$ cat src/rtl/ysyx_24110006_idu_queue.sv
// Instruction buffer between fetch and decode: a circular queue of fetched beats
// with a combinational decoder on the head entry.
module ysyx_24110006_idu_queue #(
    parameter int DEPTH = 2,
    parameter bit RV32E = 1'b0
) (
    input  logic                       i_clock,
    input  logic                       i_reset,
    input  logic                       i_valid,
    output logic                       o_ready,
    input  logic [31:0]                i_inst,
    input  logic [31:0]                i_pc,
    input  logic [31:0]                i_imm,
    input  logic                       i_exception,
    input  logic [3:0]                 i_mcause,
    output logic                       o_valid,
    input  logic                       i_ready,
    input  logic                       i_stall,
    input  logic                       i_flush,
    output logic [6:0]                 o_op,
    output logic [2:0]                 o_func,
    output logic [4:0]                 o_reg_rs1,
    output logic [4:0]                 o_reg_rs2,
    output logic [4:0]                 o_reg_rd,
    output logic                       o_reg_wen,
    output logic [31:0]                o_imm,
    output logic [31:0]                o_pc,
    output logic [1:0]                 o_csr_t,
    output logic [11:0]                o_csr,
    output logic                       o_mret,
    output logic                       o_exception,
    output logic [3:0]                 o_mcause,
    output logic [$clog2(DEPTH):0]     o_count
);
    localparam int AW = $clog2(DEPTH);
    localparam int CW = AW + 1;

    // Handshake: a beat moves when its valid and ready are both high at a rising
    // edge; o_ready/o_valid depend only on the registered count, never on i_valid/i_ready.

    logic [31:0]   inst_q   [DEPTH];
    logic [31:0]   pc_q     [DEPTH];
    logic [31:0]   imm_q    [DEPTH];
    logic          exc_q    [DEPTH];
    logic [3:0]    mcause_q [DEPTH];

    logic [AW-1:0] rd_ptr_q, rd_ptr_d;
    logic [AW-1:0] wr_ptr_q, wr_ptr_d;
    logic [CW-1:0] count_q, count_d;
    logic          enq, deq;

    assign o_ready = (count_q < CW'(DEPTH));
    assign o_valid = (count_q != '0);
    assign o_count = count_q;
    assign enq     = i_valid & o_ready & ~i_flush;
    assign deq     = o_valid & i_ready & ~i_stall & ~i_flush;

    // DEPTH is a power of two, so pointers wrap by natural overflow.
    always_comb begin
        rd_ptr_d = rd_ptr_q;
        wr_ptr_d = wr_ptr_q;
        count_d  = count_q;
        if (enq) wr_ptr_d = wr_ptr_q + AW'(1);
        if (deq) rd_ptr_d = rd_ptr_q + AW'(1);
        if (enq && !deq)      count_d = count_q + CW'(1);
        else if (deq && !enq) count_d = count_q - CW'(1);
    end

    always_ff @(posedge i_clock) begin
        if (i_reset || i_flush) begin
            rd_ptr_q <= '0;
            wr_ptr_q <= '0;
            count_q  <= '0;
        end else begin
            rd_ptr_q <= rd_ptr_d;
            wr_ptr_q <= wr_ptr_d;
            count_q  <= count_d;
        end
    end

    always_ff @(posedge i_clock) begin
        if (enq) begin
            inst_q[wr_ptr_q]   <= i_inst;
            pc_q[wr_ptr_q]     <= i_pc;
            imm_q[wr_ptr_q]    <= i_imm;
            exc_q[wr_ptr_q]    <= i_exception;
            mcause_q[wr_ptr_q] <= i_mcause;
        end
    end

    logic [31:0] head;
    logic        cls_i, cls_r, cls_l, cls_s, cls_jal, cls_jalr;
    logic        cls_auipc, cls_lui, cls_b, cls_csr, cls_fence;
    logic        wr_class, use_rs1, use_rs2, bad_reg;
    logic        illegal, brk, ecall, any_exc;

    assign head = inst_q[rd_ptr_q];

    always_comb begin
        o_op      = head[6:0];
        o_func    = head[14:12];
        o_reg_rd  = head[11:7];
        o_reg_rs1 = head[19:15];
        o_reg_rs2 = head[24:20];
        o_csr     = head[31:20];
        o_pc      = pc_q[rd_ptr_q];
        o_imm     = imm_q[rd_ptr_q];

        cls_i     = (o_op == 7'b0010011);
        cls_r     = (o_op == 7'b0110011);
        cls_l     = (o_op == 7'b0000011);
        cls_s     = (o_op == 7'b0100011);
        cls_jal   = (o_op == 7'b1101111);
        cls_jalr  = (o_op == 7'b1100111);
        cls_auipc = (o_op == 7'b0010111);
        cls_lui   = (o_op == 7'b0110111);
        cls_b     = (o_op == 7'b1100011);
        cls_csr   = (o_op == 7'b1110011);
        cls_fence = (o_op == 7'b0001111);

        wr_class = cls_i | cls_r | cls_l | cls_jal | cls_jalr | cls_auipc | cls_lui;
        use_rs1  = cls_r | cls_i | cls_l | cls_s | cls_b | cls_jalr;
        use_rs2  = cls_r | cls_s | cls_b;
        // RV32E only has x0..x15, so bit 4 of any register field actually read or written is illegal.
        bad_reg  = RV32E & ((wr_class & o_reg_rd[4]) | (use_rs1 & o_reg_rs1[4]) |
                            (use_rs2 & o_reg_rs2[4]));
        illegal  = ~(wr_class | cls_s | cls_b | cls_csr | cls_fence) | bad_reg;
        brk      = (head == 32'h0010_0073);
        ecall    = (head == 32'h0000_0073);

        o_mret     = (head == 32'h3020_0073);
        o_csr_t    = {o_mret, cls_csr & (o_func != 3'd0)};

        any_exc     = exc_q[rd_ptr_q] | illegal | brk | ecall;
        o_exception = o_valid & any_exc;
        if (exc_q[rd_ptr_q]) o_mcause = mcause_q[rd_ptr_q];
        else if (illegal)    o_mcause = 4'd2;
        else if (brk)        o_mcause = 4'd3;
        else if (ecall)      o_mcause = 4'd11;
        else                 o_mcause = 4'd0;

        o_reg_wen = wr_class & ~o_exception;
    end
endmodule

$ cat config.mk
export PLATFORM = sky130hd
export DESIGN_NAME = ysyx_24110006_idu_queue
export DESIGN_NICKNAME = d
export VERILOG_FILES = /design/src/rtl/ysyx_24110006_idu_queue.sv
export SDC_FILE = /design/constraint.sdc
export NUM_CORES = 1
export LEC_CHECK = 0
export ABC_AREA = 1
export BUFFER_PORTS_ARGS = -buffer_cell sky130_fd_sc_hd__buf_2
export CAP_MARGIN = 0
export CORE_AREA = 2 2 157 159
export CTS_CLUSTER_DIAMETER = 50
export DETAILED_ROUTE_END_ITERATION = 10
export DIE_AREA = 0 0 159 161
export MAX_ROUTING_LAYER = met4
export SYNTH_ARGS = -nofsm -noshare
export SYNTH_HDL_FRONTEND = slang
export SYNTH_SLANG_ARGS = --single-unit
$ cat constraint.sdc
create_clock -name i_clock -period 7.4 [get_ports i_clock]
set_input_delay 0.37 -clock i_clock [delete_from_list [all_inputs] [get_ports i_clock]]
set_output_delay 0.37 -clock i_clock [all_outputs]
set_load 0.01 [all_outputs]
==> flow_summary.json <==
{
  "status": "finished, final reports clean",
  "period_share": 0.499,
  "path_buf_inv": 4,
  "drt-initial-drc-count": 300,
  "crit_type": "register to output pin",
  "fin_worst_skew_ns": 0.0246,
  "grt_max_degree": 79,
  "postCtsSetupBuffers": 0,
  "fp.dieArea_mm2": 0.0256,
  "p_sw_frac": 0.216,
  "synth_mux_area_frac": 0,
  "numCtsBuffers": 26,
  "insertion_delay_ns": 0.52,
  "gr-total-overflow": 0,
  "cts_tree": "built",
  "num-nets-final": 1021,
  "grt_pass1_wl_mm": 27.4,
  "synth-xor-area-share": 0,
  "ir_worst_vdd_mv": 0.162,
  "die_h_um": 161,
  "place.gp.congestion": 0.862,
  "synth_compound_area_frac": 0.0162,
  "power.internal_mw": 2.06,
  "synth_seq_cells": 207,
  "path_cells": "clkinv_2 > buf_4 > nand2_1 > nand2_2 > nor2_2 > nand2_1 > nor2_2 > nand2_1 > nand3_2 > inv_2 > nor2_2 > buf_2",
  "syn_nets": 797,
  "final_hold_viol_count": 0,
  "slowest_stage": "dfxtp_4",
  "drt_first_pass_iters": 4,
  "comb_power_share": 0.057,
  "syn_avg_cell_area_um2": 11.9,
  "synthSimpleGateAreaFrac": 0.177,
  "final_cell_mix": "nand2_1, buf_2, edfxtp_1, inv_1, clkbuf_16",
  "cts-root-buf": "clkbuf_16",
  "max_clock_freq_ghz": 0.271,
  "drc": 0,
  "clkPwrFrac": 0.436,
  "fillers": 2311,
  "cp_top_family": "buffers and inverters",
  "hpwl_mm": 11.7,
  "clock_path_buffers": 3,
  "syn2layout_area_growth_pct": 26.5,
  "max_stage_delay_ns": 0.75,
  "setup_tns_ns": 0,
  "post_cts_resized": 0,
  "grt_pass1_vias": 5130,
  "holdPathStages": 1,
  "setup_viol": 0,
  "period_minus_slack_ns": 3.69,
  "relSlewSlack": 0.340,
  "seqCellArea_mm2": 0.00617,
  "drtAntennaViolNets": 0,
  "syn_inst": 689,
  "ios": 221,
  "cts_sinks": 207,
  "r2r_slack_ns": 4.63,
  "hp-class": "input port to register",
  "crit_required_ns": 7.03,
  "p_sw_mw": 0.569,
  "core_mm2": 0.0240,
  "routedWlPerCell_um": 14.3,
  "drive_above_1_share": 0.318,
  "synth_top_family_by_area": "simple AND/OR/NAND/NOR gates",
  "antenna_found_initial": 5,
  "port_buffers": 220,
  "worstRegToRegCells": 4,
  "worstReg2RegEnd": "inst_q[1][21]",
  "rr_startpoint": "o_count[1]",
  "routed_wl_mm": 18.0,
  "cts_hold_buffers": 0,
  "holdPathEnd": "pc_q[0][8]",
  "fp-row-count": 57,
  "worstSetupStartpointType": "register",
  "yosysSeqAreaShare": 0.751,
  "worst_pin_slew_ns": 0.987,
  "cp-end-kind": "output pin",
  "power_density_mw_per_mm2": 253,
  "synth_fa_ha_area_frac": 0.00152,
  "hold_path.startpoint": "i_pc[8]",
  "synthesis.area_mm2": 0.00821,
  "multiInputGateArea_mm2": 0.00161,
  "initial_core_util": 0.343,
  "p_total_mw": 2.63,
  "yosys_warnings": 0,
  "route.vias.total": 5372,
  "pwr-share-seq": 0.507,
  "cap_violations": 0,
  "clk_pin_slew_ns": 0.06,
  "drv_slew": 0,
  "crit_fanout": 78,
  "ys_types": 28,
  "final_common_cell": "nand2_1",
  "rsz0062_at_grt": "false",
  "grtUsageTotal": 0.141,
  "arrival_ns": 3.32,
  "leakage_nw": 4.47,
  "die_w_um": 159,
  "avgViaCountPerCell": 4.26,
  "cts_max_level": 1
}
[through the flow]
| step | area, µm² | hold WS [ns] | worst slack (ns) | util | instances |
|---|---|---|---|---|---|
| 3_5_place_dp | 9580 | 0.495 | 4.13 | 0.400 | 1209 |
| 3_3_place_gp | 9580 | 0.474 | 4.16 | 0.400 | 1209 |
| 5_1_grt | 10400 | 0.00939 | 3.35 | 0.433 | 1261 |
| 4_1_cts | 10400 | 0.00459 | 3.56 | 0.433 | 1256 |
| 6_report | 10400 | 0.0333 | 3.71 | 0.433 | 1261 |
| 2_1_floorplan | 8210 | 0.467 | 1.99 | - | 689 |
[synthesized netlist by cell type]
cell type,instances,share of area
a21oi_1,6,0.0037
buf_1,3,0.0014
buf_12,1,0.0024
buf_2,7,0.0043
buf_4,7,0.0064
buf_6,3,0.0041
buf_8,1,0.0018
clkbuf_1,6,0.0027
dfxtp_1,5,0.012
edfxtp_1,202,0.74
ha_1,1,0.0015
inv_1,65,0.030
inv_2,4,0.0018
nand2_1,303,0.14
nand2_2,12,0.0091
nand3_1,6,0.0037
nand3_2,2,0.0024
nand4_1,1,0.00076
nor2_1,25,0.011
nor2_2,7,0.0053
nor3_1,2,0.0012
nor4b_2,1,0.0018
o21ai_0,3,0.0018
o21ai_1,7,0.0043
o21ai_2,6,0.0064
or2_0,1,0.00076
or2_1,1,0.00076
or2_2,1,0.00076
[layout make-up]
cell class / count / area share
Clock buffer: 30 / 0.0641
Multi-Input combinational cell: 385 / 0.155
Antenna cell: 5 / 0.00121
Timing Repair Buffer: 224 / 0.109
Clock inverter: 17 / 0.0123
Sequential cell: 207 / 0.594
Inverter: 69 / 0.0251
Tap cell: 324 / 0.0390
[power by group through the flow]
stage / clock network [mW] / registers (mW) / logic [mW]
floorplan: 0 / 1.36 / 0.0726
global placement: 0 / 1.36 / 0.150
detailed placement: 0 / 1.36 / 0.152
CTS: 1.18 / 1.33 / 0.153
global route: 1.22 / 1.34 / 0.167
finish: 1.15 / 1.33 / 0.150
[metal layers]
layer | part of all wire | track usage | wire, µm
met1 | 0.41 | 0.172 | 7420
met2 | 0.49 | 0.227 | 8910
met3 | 0.067 | 0.0378 | 1200
met4 | 0.028 | 0.0483 | 505
met5 | 0 | - | 0
[state kept, by name, indices dropped and copies added, names as in the netlist, named ones only]
register  count
imm_q        64
inst_q       64
pc_q         64
mcause_q      8
exc_q         2
o_count       2
rd_ptr_q      1
wr_ptr_q      1
[worst max-delay path by stage]
stage / end / slack, ns / cells past startpoint
floorplan: exc_q[1] / 1.99 / 3
global placement: o_exception / 4.16 / 11
detailed placement: o_mcause[1] / 4.13 / 11
CTS: o_mcause[1] / 3.56 / 11
global route: o_mcause[3] / 3.35 / 9
finish: o_mcause[1] / 3.71 / 12
[kinds of logic after synthesis]
kind of cell	Yosys count
AO/OA/AOI/OAI	22
AND/OR/NAND/NOR	362
adder cells (fa/ha/maj)	1
buffers and inverters	97
flip-flops	207
[worst reg2reg max path: cells and delay by family (launching register included)]
| family | cells | cell delay, ns |
|---|---|---|
| simple gates | 2 | 1.00 |
| flops | 1 | 0.33 |
| buf+inv | 2 | 1.01 |
No activity file was read; power rests on OpenSTA's default activity.
